[src/rtl/nav_pkg.sv]
// Shared encodings for the navigation controllers and the top-level mux.
// Latency: none; constants, types and one pure function.
// Backpressure: not applicable.
package nav_pkg;

  // One-hot motion command sent to the simulator over the UART link
  localparam logic [3:0] MS_STOP  = 4'b0000;
  localparam logic [3:0] MS_FWD   = 4'b0001;
  localparam logic [3:0] MS_BACK  = 4'b0010;
  localparam logic [3:0] MS_LEFT  = 4'b0100;
  localparam logic [3:0] MS_RIGHT = 4'b1000;

  // nav_state encodings
  localparam logic [2:0] ST_IDLE      = 3'd0;
  localparam logic [2:0] ST_FORWARD   = 3'd1;
  localparam logic [2:0] ST_SETTLE    = 3'd2;
  localparam logic [2:0] ST_DECIDE    = 3'd3;
  localparam logic [2:0] ST_WAIT_CMD  = 3'd4;
  localparam logic [2:0] ST_TURN_L    = 3'd5;
  localparam logic [2:0] ST_TURN_R    = 3'd6;
  localparam logic [2:0] ST_TURN_BACK = 3'd7;

  // One bit per direction, 1 = open (no obstacle)
  typedef struct packed {
    logic front;
    logic left;
    logic right;
  } dirs_t;

  // Motion command held while in a given state; a U-turn is two right turns
  function automatic logic [3:0] ms_for_state(input logic [2:0] st);
    logic [3:0] ms;
    case (st)
      ST_FORWARD:   ms = MS_FWD;
      ST_TURN_L:    ms = MS_LEFT;
      ST_TURN_R:    ms = MS_RIGHT;
      ST_TURN_BACK: ms = MS_RIGHT;
      default:      ms = MS_STOP;
    endcase
    return ms;
  endfunction

endpackage

[src/rtl/nav_edge_detect.sv]
// Per-bit rising or falling edge detector against the previous-cycle sample.
// Latency: pulse is combinational from d, valid in the cycle the level changes.
// Backpressure: none; the history register updates every cycle unconditionally.
module nav_edge_detect #(
  parameter int W       = 1,
  parameter bit FALLING = 1'b0
) (
  input  logic         clk,
  input  logic         rst,
  input  logic [W-1:0] d,
  output logic [W-1:0] pulse
);

  logic [W-1:0] d_q;

  // Remember last cycle's level so a level held across any event never re-fires
  always_ff @(posedge clk or posedge rst) begin
    if (rst) d_q <= '0;
    else     d_q <= d;
  end

  assign pulse = FALLING ? (d_q & ~d) : (d & ~d_q);

endmodule

[src/rtl/semi_auto_nav.sv]
// Semi-automatic drive FSM: forward to junction/wall, settle, auto-turn or await user.
// Latency: outputs registered from next state, so they move with nav_state.
// Backpressure: none. SEMI_AUTO_TIMEOUT_EN adds a WAIT_CMD timeout with auto-pick.
module semi_auto_nav
  import nav_pkg::*;
#(
  parameter int unsigned TURN_CYCLES   = 90_000_000,
  parameter int unsigned SETTLE_CYCLES = 20_000_000,
  parameter int unsigned EXIT_CYCLES   = 50_000_000,
  parameter int unsigned WAIT_TIMEOUT  = 500_000_000
) (
  input  logic       sys_clk,
  input  logic       rst,
  input  logic       enable,
  input  logic       front_detector,
  input  logic       left_detector,
  input  logic       right_detector,
  input  logic       back_detector,
  input  logic       cmd_forward,
  input  logic       cmd_left,
  input  logic       cmd_right,
  input  logic       cmd_back,
  output logic [3:0] moving_state,
  output logic [2:0] nav_state,
  output logic       waiting
);

  // Timed states last exactly N cycles: load N-1 on entry, leave when 0.
  // The forward exit window loads N: side events count once it reaches 0.
  localparam logic [31:0] SETTLE_LD = 32'(SETTLE_CYCLES - 1);
  localparam logic [31:0] TURN_LD   = 32'(TURN_CYCLES - 1);
  localparam logic [31:0] BACK_LD   = 32'(2 * TURN_CYCLES - 1);
  localparam logic [31:0] EXIT_LD   = 32'(EXIT_CYCLES);
`ifdef SEMI_AUTO_TIMEOUT_EN
  localparam logic [31:0] WAIT_LD   = 32'(WAIT_TIMEOUT - 1);
`else
  localparam logic [31:0] WAIT_LD   = 32'd0;
  logic [31:0] unused_timeout;
  assign unused_timeout = 32'(WAIT_TIMEOUT);
`endif

  // back_detector is reported by the simulator but plays no part in decisions
  logic unused_back;
  assign unused_back = back_detector;

  logic [2:0]  state, state_nxt;
  logic [31:0] cnt, cnt_nxt;
  logic [1:0]  side_fall;
  logic [3:0]  btn_rise;
  dirs_t       open_dirs;
  logic        acc_fwd, acc_left, acc_right, acc_back;

  nav_edge_detect #(.W(2), .FALLING(1'b1)) u_side_edge (
    .clk   (sys_clk),
    .rst   (rst),
    .d     ({left_detector, right_detector}),
    .pulse (side_fall)
  );

  nav_edge_detect #(.W(4), .FALLING(1'b0)) u_btn_edge (
    .clk   (sys_clk),
    .rst   (rst),
    .d     ({cmd_forward, cmd_left, cmd_right, cmd_back}),
    .pulse (btn_rise)
  );

  assign open_dirs = ~{front_detector, left_detector, right_detector};

  // A button only counts if it points at an open direction; back always counts
  assign acc_fwd   = btn_rise[3] & open_dirs.front;
  assign acc_left  = btn_rise[2] & open_dirs.left;
  assign acc_right = btn_rise[1] & open_dirs.right;
  assign acc_back  = btn_rise[0];

  function automatic logic [31:0] load_for(input logic [2:0] st);
    logic [31:0] v;
    case (st)
      ST_SETTLE:          v = SETTLE_LD;
      ST_TURN_L, ST_TURN_R: v = TURN_LD;
      ST_TURN_BACK:       v = BACK_LD;
      ST_FORWARD:         v = EXIT_LD;
      ST_WAIT_CMD:        v = WAIT_LD;
      default:            v = 32'd0;
    endcase
    return v;
  endfunction

`ifdef SEMI_AUTO_TIMEOUT_EN
  // Unattended choice prefers straight on, then right, then left
  function automatic logic [2:0] timeout_pick(input dirs_t o);
    logic [2:0] st;
    if (o.front)      st = ST_FORWARD;
    else if (o.right) st = ST_TURN_R;
    else if (o.left)  st = ST_TURN_L;
    else              st = ST_TURN_BACK;
    return st;
  endfunction
`endif

  // Next-state decision; dropping enable overrides everything
  always_comb begin
    state_nxt = state;
    case (state)
      ST_IDLE: state_nxt = ST_SETTLE;
      ST_FORWARD: begin
        if (front_detector || ((|side_fall) && (cnt == 32'd0)))
          state_nxt = ST_SETTLE;
      end
      ST_SETTLE: begin
        if (cnt == 32'd0) state_nxt = ST_DECIDE;
      end
      ST_DECIDE: begin
        case (open_dirs)
          3'b000:  state_nxt = ST_TURN_BACK;
          3'b100:  state_nxt = ST_FORWARD;
          3'b010:  state_nxt = ST_TURN_L;
          3'b001:  state_nxt = ST_TURN_R;
          default: state_nxt = ST_WAIT_CMD;
        endcase
      end
      ST_WAIT_CMD: begin
        if (acc_fwd)        state_nxt = ST_FORWARD;
        else if (acc_left)  state_nxt = ST_TURN_L;
        else if (acc_right) state_nxt = ST_TURN_R;
        else if (acc_back)  state_nxt = ST_TURN_BACK;
`ifdef SEMI_AUTO_TIMEOUT_EN
        else if (cnt == 32'd0) state_nxt = timeout_pick(open_dirs);
`endif
      end
      ST_TURN_L, ST_TURN_R, ST_TURN_BACK: begin
        if (cnt == 32'd0) state_nxt = ST_FORWARD;
      end
      default: state_nxt = ST_IDLE;
    endcase
    if (!enable) state_nxt = ST_IDLE;
  end

  // Shared down-counter: saturates at 0 and reloads on every state entry
  always_comb begin
    cnt_nxt = (cnt == 32'd0) ? 32'd0 : cnt - 32'd1;
    if (state_nxt != state) cnt_nxt = load_for(state_nxt);
  end

  // State, counter and registered outputs all advance together
  always_ff @(posedge sys_clk or posedge rst) begin
    if (rst) begin
      state        <= ST_IDLE;
      cnt          <= 32'd0;
      moving_state <= MS_STOP;
      waiting      <= 1'b0;
    end else begin
      state        <= state_nxt;
      cnt          <= cnt_nxt;
      moving_state <= ms_for_state(state_nxt);
      waiting      <= (state_nxt == ST_WAIT_CMD);
    end
  end

  assign nav_state = state;

endmodule
[config.mk]
export PLATFORM = sky130hd
export DESIGN_NAME = semi_auto_nav
export DESIGN_NICKNAME = d
export VERILOG_FILES = /design/src/rtl/nav_pkg.sv /design/src/rtl/nav_edge_detect.sv /design/src/rtl/semi_auto_nav.sv
export SDC_FILE = /design/constraint.sdc
export NUM_CORES = 1
export LEC_CHECK = 0
export CORE_MARGIN = 10
export CORE_UTILIZATION = 53
export DETAILED_ROUTE_END_ITERATION = 16
export GPL_TIMING_DRIVEN = 0
export PLACE_DENSITY = 0.83
export SLEW_MARGIN = 20
export SYNTH_ARGS = -nofsm -noshare
export SYNTH_HDL_FRONTEND = slang
export SYNTH_HIERARCHICAL = 1
export SYNTH_SLANG_ARGS = --single-unit
[constraint.sdc]
create_clock -name sys_clk -period 2.7 [get_ports sys_clk]
set_input_delay 0.405 -clock sys_clk [delete_from_list [all_inputs] [get_ports sys_clk]]
set_output_delay 0.405 -clock sys_clk [all_outputs]
set_load 0.05 [all_outputs]
# Word level (Yosys, flattened, before mapping)
# Cells that the tools add are included.
totals:
  regBits: 46
  in_bits: 11
  word_cells: 55
classes:
  add_sub_neg: 1
  eq_ne: 17
  n_mux: 14
  n_bitwise: 8
  reduce_logical: 9
ops:
  columns: ["operator", "count"]
  rows:
  - ["case mux 28 bit (4 select lines)", 1]
  - ["2-to-1 mux 32 bit", 2]
  - ["zero test 32 bit", 1]
  - ["subtractor 32 x 1 -> 32 bit (second input constant)", 1]
  - ["== test 3 bit (second input constant)", 9]
  - ["2-to-1 mux 3 bit", 8]
  - ["case mux 3 bit (6 select lines)", 1]
  - ["== test 3 x 2 -> 1 bit (second input constant)", 4]
  - ["case mux 3 bit (4 select lines)", 1]
  - ["case mux 4 bit (3 select lines)", 1]
  - ["== test 3 x 1 -> 1 bit (second input constant)", 3]
  - ["zero test 3 bit", 2]
  - ["OR reduction 2 bit", 3]
  - ["bitwise AND 4 bit", 1]
  - ["inverter 4 bit", 1]
  - ["bitwise AND 1 bit", 3]
  - ["inequality test 3 bit", 1]
  - ["inverter 3 bit", 1]
  - ["OR reduction 3 bit", 1]
  - ["bitwise AND 2 bit", 1]
  - ["inverter 2 bit", 1]
  - ["logical AND 1 bit", 1]
  - ["logical OR 1 bit", 1]

# Longest topological paths before layout
# Gate-level depths: netlist of the first run.
depth:
  word_depth: 12
  depth_mapped: 11
  ltp_nobuf: 10

# Modules after synthesis
# The synthesis of the first run kept the hierarchy.
by_module_without_submodules:
  columns: ["mod", "instances", "cells_each", "area_per_inst_um2"]
  rows:
  - ["semi_auto_nav", 1, 259, 2411.1]
  - ["nav_edge_detect at u_btn_edge", 1, 9, 158.9]
  - ["nav_edge_detect at u_side_edge", 1, 5, 81.3]

# Least setup slack after synthesis of the first run
# OpenSTA, ideal clock, no wires.
synth_timing:
  kind: "reg-to-reg"
  startpoint: "register state[1], in the netlist nav_state[1]"
  endpoint: "register cnt[10]"
  setup_ps: 127
  t_arrival_ps: 2560
  required_time_ps: 2573
  path_slack_ps: 13
  path_stages_with_launch: 9
  path_buffers: 1
  path_cell_list: "dfrtp_1 inv_1 o211ai_1 a22o_1 nand2_1 a311oi_1 and2_1 buf_4 mux2_1"
synth_between:
  elab_chain_len: 10
synth_rtl:
  columns: ["item", "line", "rtl"]
  rows:
  - ["from (decl)", "semi_auto_nav.sv:46", "logic [2:0] state, state_nxt;"]
  - ["from (signal assigned)", "semi_auto_nav.sv:152", "state <= state_nxt;"]
  - ["2-to-1 mux 3 bit", "semi_auto_nav.sv:125", "else if (acc_back) state_nxt = ST_TURN_BACK;"]
  - ["2-to-1 mux 3 bit", "semi_auto_nav.sv:124", "else if (acc_right) state_nxt = ST_TURN_R;"]
  - ["2-to-1 mux 3 bit", "semi_auto_nav.sv:123", "else if (acc_left) state_nxt = ST_TURN_L;"]
  - ["2-to-1 mux 3 bit", "semi_auto_nav.sv:122", "if (acc_fwd) state_nxt = ST_FORWARD;"]
  - ["case mux 3 bit (6 select lines)", "semi_auto_nav.sv:103", "case (state)"]
  - ["2-to-1 mux 3 bit", "semi_auto_nav.sv:135", "if (!enable) state_nxt = ST_IDLE;"]
  - ["== test 3 bit", "semi_auto_nav.sv:77", "case (st)"]
  - ["OR reduction 2 bit", "semi_auto_nav.sv:77", null]
  - ["case mux 28 bit (4 select lines)", "semi_auto_nav.sv:77", null]
  - ["2-to-1 mux 32 bit *", "semi_auto_nav.sv:141", "if (state_nxt != state) cnt_nxt = load_for(state_nxt);"]
  - ["via cnt_nxt[10]", "semi_auto_nav.sv:47", "logic [31:0] cnt, cnt_nxt;"]
  - ["to (signal assigned)", "semi_auto_nav.sv:153", "cnt <= cnt_nxt;"]
  - ["to (decl)", "semi_auto_nav.sv:47", null]
# Mark *: on every way through the listed nets, which the timed path passes. The rest lies on a longest branch.

# Worst setup path in the final report of the first run
layout_timing:
  startpoint: "register cnt[17]"
  endpoint: "register cnt[10]"
layout_between:
  elab_chain_len: 10
layout_rtl:
  columns: ["item", "line", "rtl"]
  rows:
  - ["zero test 32 bit *", null, null]
  - ["logical AND 1 bit", "semi_auto_nav.sv:106", "if (front_detector || ((|side_fall) && (cnt == 32'd0)))"]
  - ["logical OR 1 bit", "semi_auto_nav.sv:106", null]
  - ["2-to-1 mux 3 bit", "semi_auto_nav.sv:106", null]
  - ["case mux 3 bit (6 select lines)", "semi_auto_nav.sv:103", null]
  - ["2-to-1 mux 3 bit", "semi_auto_nav.sv:135", null]
  - ["== test 3 bit", "semi_auto_nav.sv:77", null]
  - ["OR reduction 2 bit", "semi_auto_nav.sv:77", null]
  - ["case mux 28 bit (4 select lines)", "semi_auto_nav.sv:77", null]
  - ["2-to-1 mux 32 bit *", "semi_auto_nav.sv:141", null]
  - ["via cnt_nxt[10]", "semi_auto_nav.sv:47", null]
# Marked as above.

==> flow_summary.toml, run 1 <==
[floorplan]
core_sq_um = 4790
pin_count = 19
rows = 25
initial_utilization_pct = 55.4
fp.dieH_um = 90.7
die_w_um = 90.7
fp.dieArea_sq_um = 8230

[clock_tree]
insertion_delay_ps = 300
cts_sinks = 45
htreeDepth = 2
cts_root_buffer = "clkbuf_8"
cts_max_path_buffers = 2
path_clk_slew_ps = 90
cts_tree = "yes"
hold_buffers = 0
cts_made_buffers = 5

[critical_path]
crit_family = "simple AND/OR/NAND/NOR gates"
crit_slowest_cell = "or4_4"
path_class = "reg2reg"
r2r_setup_slack_ps = -0.8
cp_max_fo = 5
r2r-end = "cnt[10]"
worstReg2RegStart = "cnt[17]"
slowest_delay_ps = 610
crit_chain = "or4_4, nor2_4, nand4b_1, a221o_2, mux2i_4, and2_4, mux2_4"
reg2regPathDepth = 7
required_ps = 2890
critPathBufInv = 0
crit_arrival_ps = 2900
start_kind = "register"
endpoint_kind = "register"

[synth]
synth.area.top_cells = "dfrtp_1, xnor2_1, xor2_1, nor2_1, nor2b_4"
syn_area_sq_um = 2650
synthCells = 273
synth_top_cell_area_share_pct = 42.5
synth_edf_count = 0
synthDistinctLibCells = 60
synthArstFlopShare_pct = 100
synth-seq-cells = 45
yosys_warnings = 6
synth_seq_area_share_pct = 42.5
synth_fp_nets = 286
syn_area_per_cell_sq_um = 9.71
synthFlopType = "dfrtp_1"
yosys.area.top_type = "dfrtp_1"

[timing]
finalCriticalPeriod_ps = 2700
slew_headroom_pct = 61.8
setup_viol = 2
max_freq_mhz = 370
hold_viol_final = 0
rsz0062_at_grt = "true"
hold_ws_ps = 314
report.final.slew_viol_count = 0
worst_slew_pin_slew_ps = 573
fin_crit_sh_pct = 100
fin_ws_ps = -0.754
skew_ps = 10.6

[routing]
drt_iter0_drc = 224
firstDrtPassIters = 5
wl_um = 6620
dr_total_vias = 2372
drc_errors = 0
routedWlPerCell_um = 17.3
viasPerCell = 6.19
ant_nets = 0

[final_layout]
layoutNonFillerInstCount = 383
synthToLayoutAreaGrowth_pct = 24.9
fin_nets = 328
drive_gt1_share_pct = 24.7
fin_util_pct = 69.2
antenna_cells = 0

[placed_design]
io_buffers = 15
dp_cells = 356
gp_congestion = 0.924
dp_hpwl_um = 4590
place_ws_ps = -501

[power]
total_power_mw = 1.60
power_density_nw_per_um2 = 483
ir_drop_mv = 0.375
leakagePower_nw = 1.34

[grt]
grt_max_degree = 21
grt.total_usage_pct = 15.4
overflow = 0
antenna_found_initial = 0
grt_pass1_wl_um = 10700
grt_pass1_vias = 2247

[hold_path]
hold_class = "in2async"

[flow_run]
maxCapViolCount = 0

[run_status]
status = "finished, violations left"
violations = "setup timing"
-- worst max-delay path by stage --
stage                   startpoint  endpoint  cells past startpoint
floorplan             nav_state[1]   cnt[10]                      8
global placement            cnt[0]   cnt[21]                     10
detailed placement  right_detector   cnt[21]                      9
CTS                        cnt[17]   cnt[10]                      8
global route                cnt[0]   cnt[14]                     10
finish                     cnt[17]   cnt[10]                      7
-- area by class of cell --
class	count	area (sq um)
repair inverters	1	5.00
clock inverters	2	15.0
repair buffers	35	324
plain buffers	8	57.6
clock buffers	6	72.6
flip-flops and latches	45	1130
well taps	67	83.8
inverters	12	48.8
fillers	341	1480
multi-input cells	207	1580
-- logic make-up (layout without fill, tap and decap cells) --
logic type | after synthesis | after routing | share of synthesized area, %
AOI/OAI and AO/OA | 58 | 58 | 15.5
xor gates and xnor gates | 28 | 28 | 9.25
adders and majority gates | 2 | 2 | 0.944
buffers and inverters | 21 | 64 | 3.87
DFF | 45 | 45 | 42.5
muxes | 4 | 4 | 2.03
other | 1 | 1 | 0.141
and+or+nand+nor | 114 | 114 | 25.8
-- registers in the layout, indices dropped and copies added (netlist names) --
name and cells:
nav_state 3, u_btn_edge/d_q 4, cnt 32, u_side_edge/d_q 2, moving_state 3, waiting 1
-- worst register-to-register path, stage by stage, from the launching register on --
cell and delay, ps:
dfrtp_1 420, or4_4 610, nor2_4 140, nand4b_1 160, a221o_2 450, mux2i_4 280
and2_4 240, mux2_4 300
-- power by group --
part	switching (mW)	internal (mW)	total [mW]
combinational	0.199	0.192	0.390
sequential	0.0651	0.726	0.791
clock	0.234	0.183	0.417
-- synth_stat cells, types with 3 or more instances --
cell       n
nand4_1    6
nor2_1    30
dfrtp_1   45
or4_4      3
nand3_1    6
nor2b_4    6
o31a_1     3
o22ai_1   10
clkbuf_1   4
o221ai_1   3
inv_1     10
xor2_1    14
o21ai_1    3
nor4_1     8
xnor2_1   14
or4_1      4
o211ai_1  10
nand2_1   19
o21ai_0   12
nor3_1     9
-- what timing repair did --
item / 4_1_cts / 5_1_grt
pin swaps: 5 / 4
endpoints found under the setup margin: 33 / 33
resized for setup: 17 / 23
cloned: 0 / 1
setup buffers: 11 / 8
-- placed cells by master (no fill, tap or decap), drive strengths merged, types with 6 or more instances in the layout --
master         synthesis  layout
o21ai                 15      15
o211ai                10      10
nand3                  7       7
dfrtp                 45      45
nor3                   9       9
buf                    5      24
inv                   11      11
nor2b                  7       7
nor4                   9       9
clkdlybuf4s50          0      15
o22ai                 10      10
xnor2                 14      14
nand2                 19      19
clkbuf                 4      10
xor2                  14      14
or4                    7       7
nor2                  31      31
nand4                  6       6
-- stage by stage --
stage	instance area [sq um]	TNS, ps
final	3310	-0.868
after global routing	3310	-901
after CTS	3160	-13.1
after detailed placement	2910	-13110
after global placement	2890	-10570
after floorplan	2650	0
-- layer usage --
metal / part of all wire (%) / GRT usage, %
met2: 49 / 25.4
met5: 0 / 0
met4: 1.9 / 4.64
met3: 7.3 / 4.16
met1: 42 / 19.2
(Power assumes the default switching activity.)
==> run 2: changes to the inputs <==
--- a/config.mk
+++ b/config.mk
@@ -5,6 +5,7 @@
 export SDC_FILE = /design/constraint.sdc
 export NUM_CORES = 1
 export LEC_CHECK = 0
+export CAP_MARGIN = 20
 export CORE_MARGIN = 10
 export CORE_UTILIZATION = 53
 export DETAILED_ROUTE_END_ITERATION = 16
==> results of run 2 <==
Same layout as run 1: the final DEF is identical, and so are final timing and power.
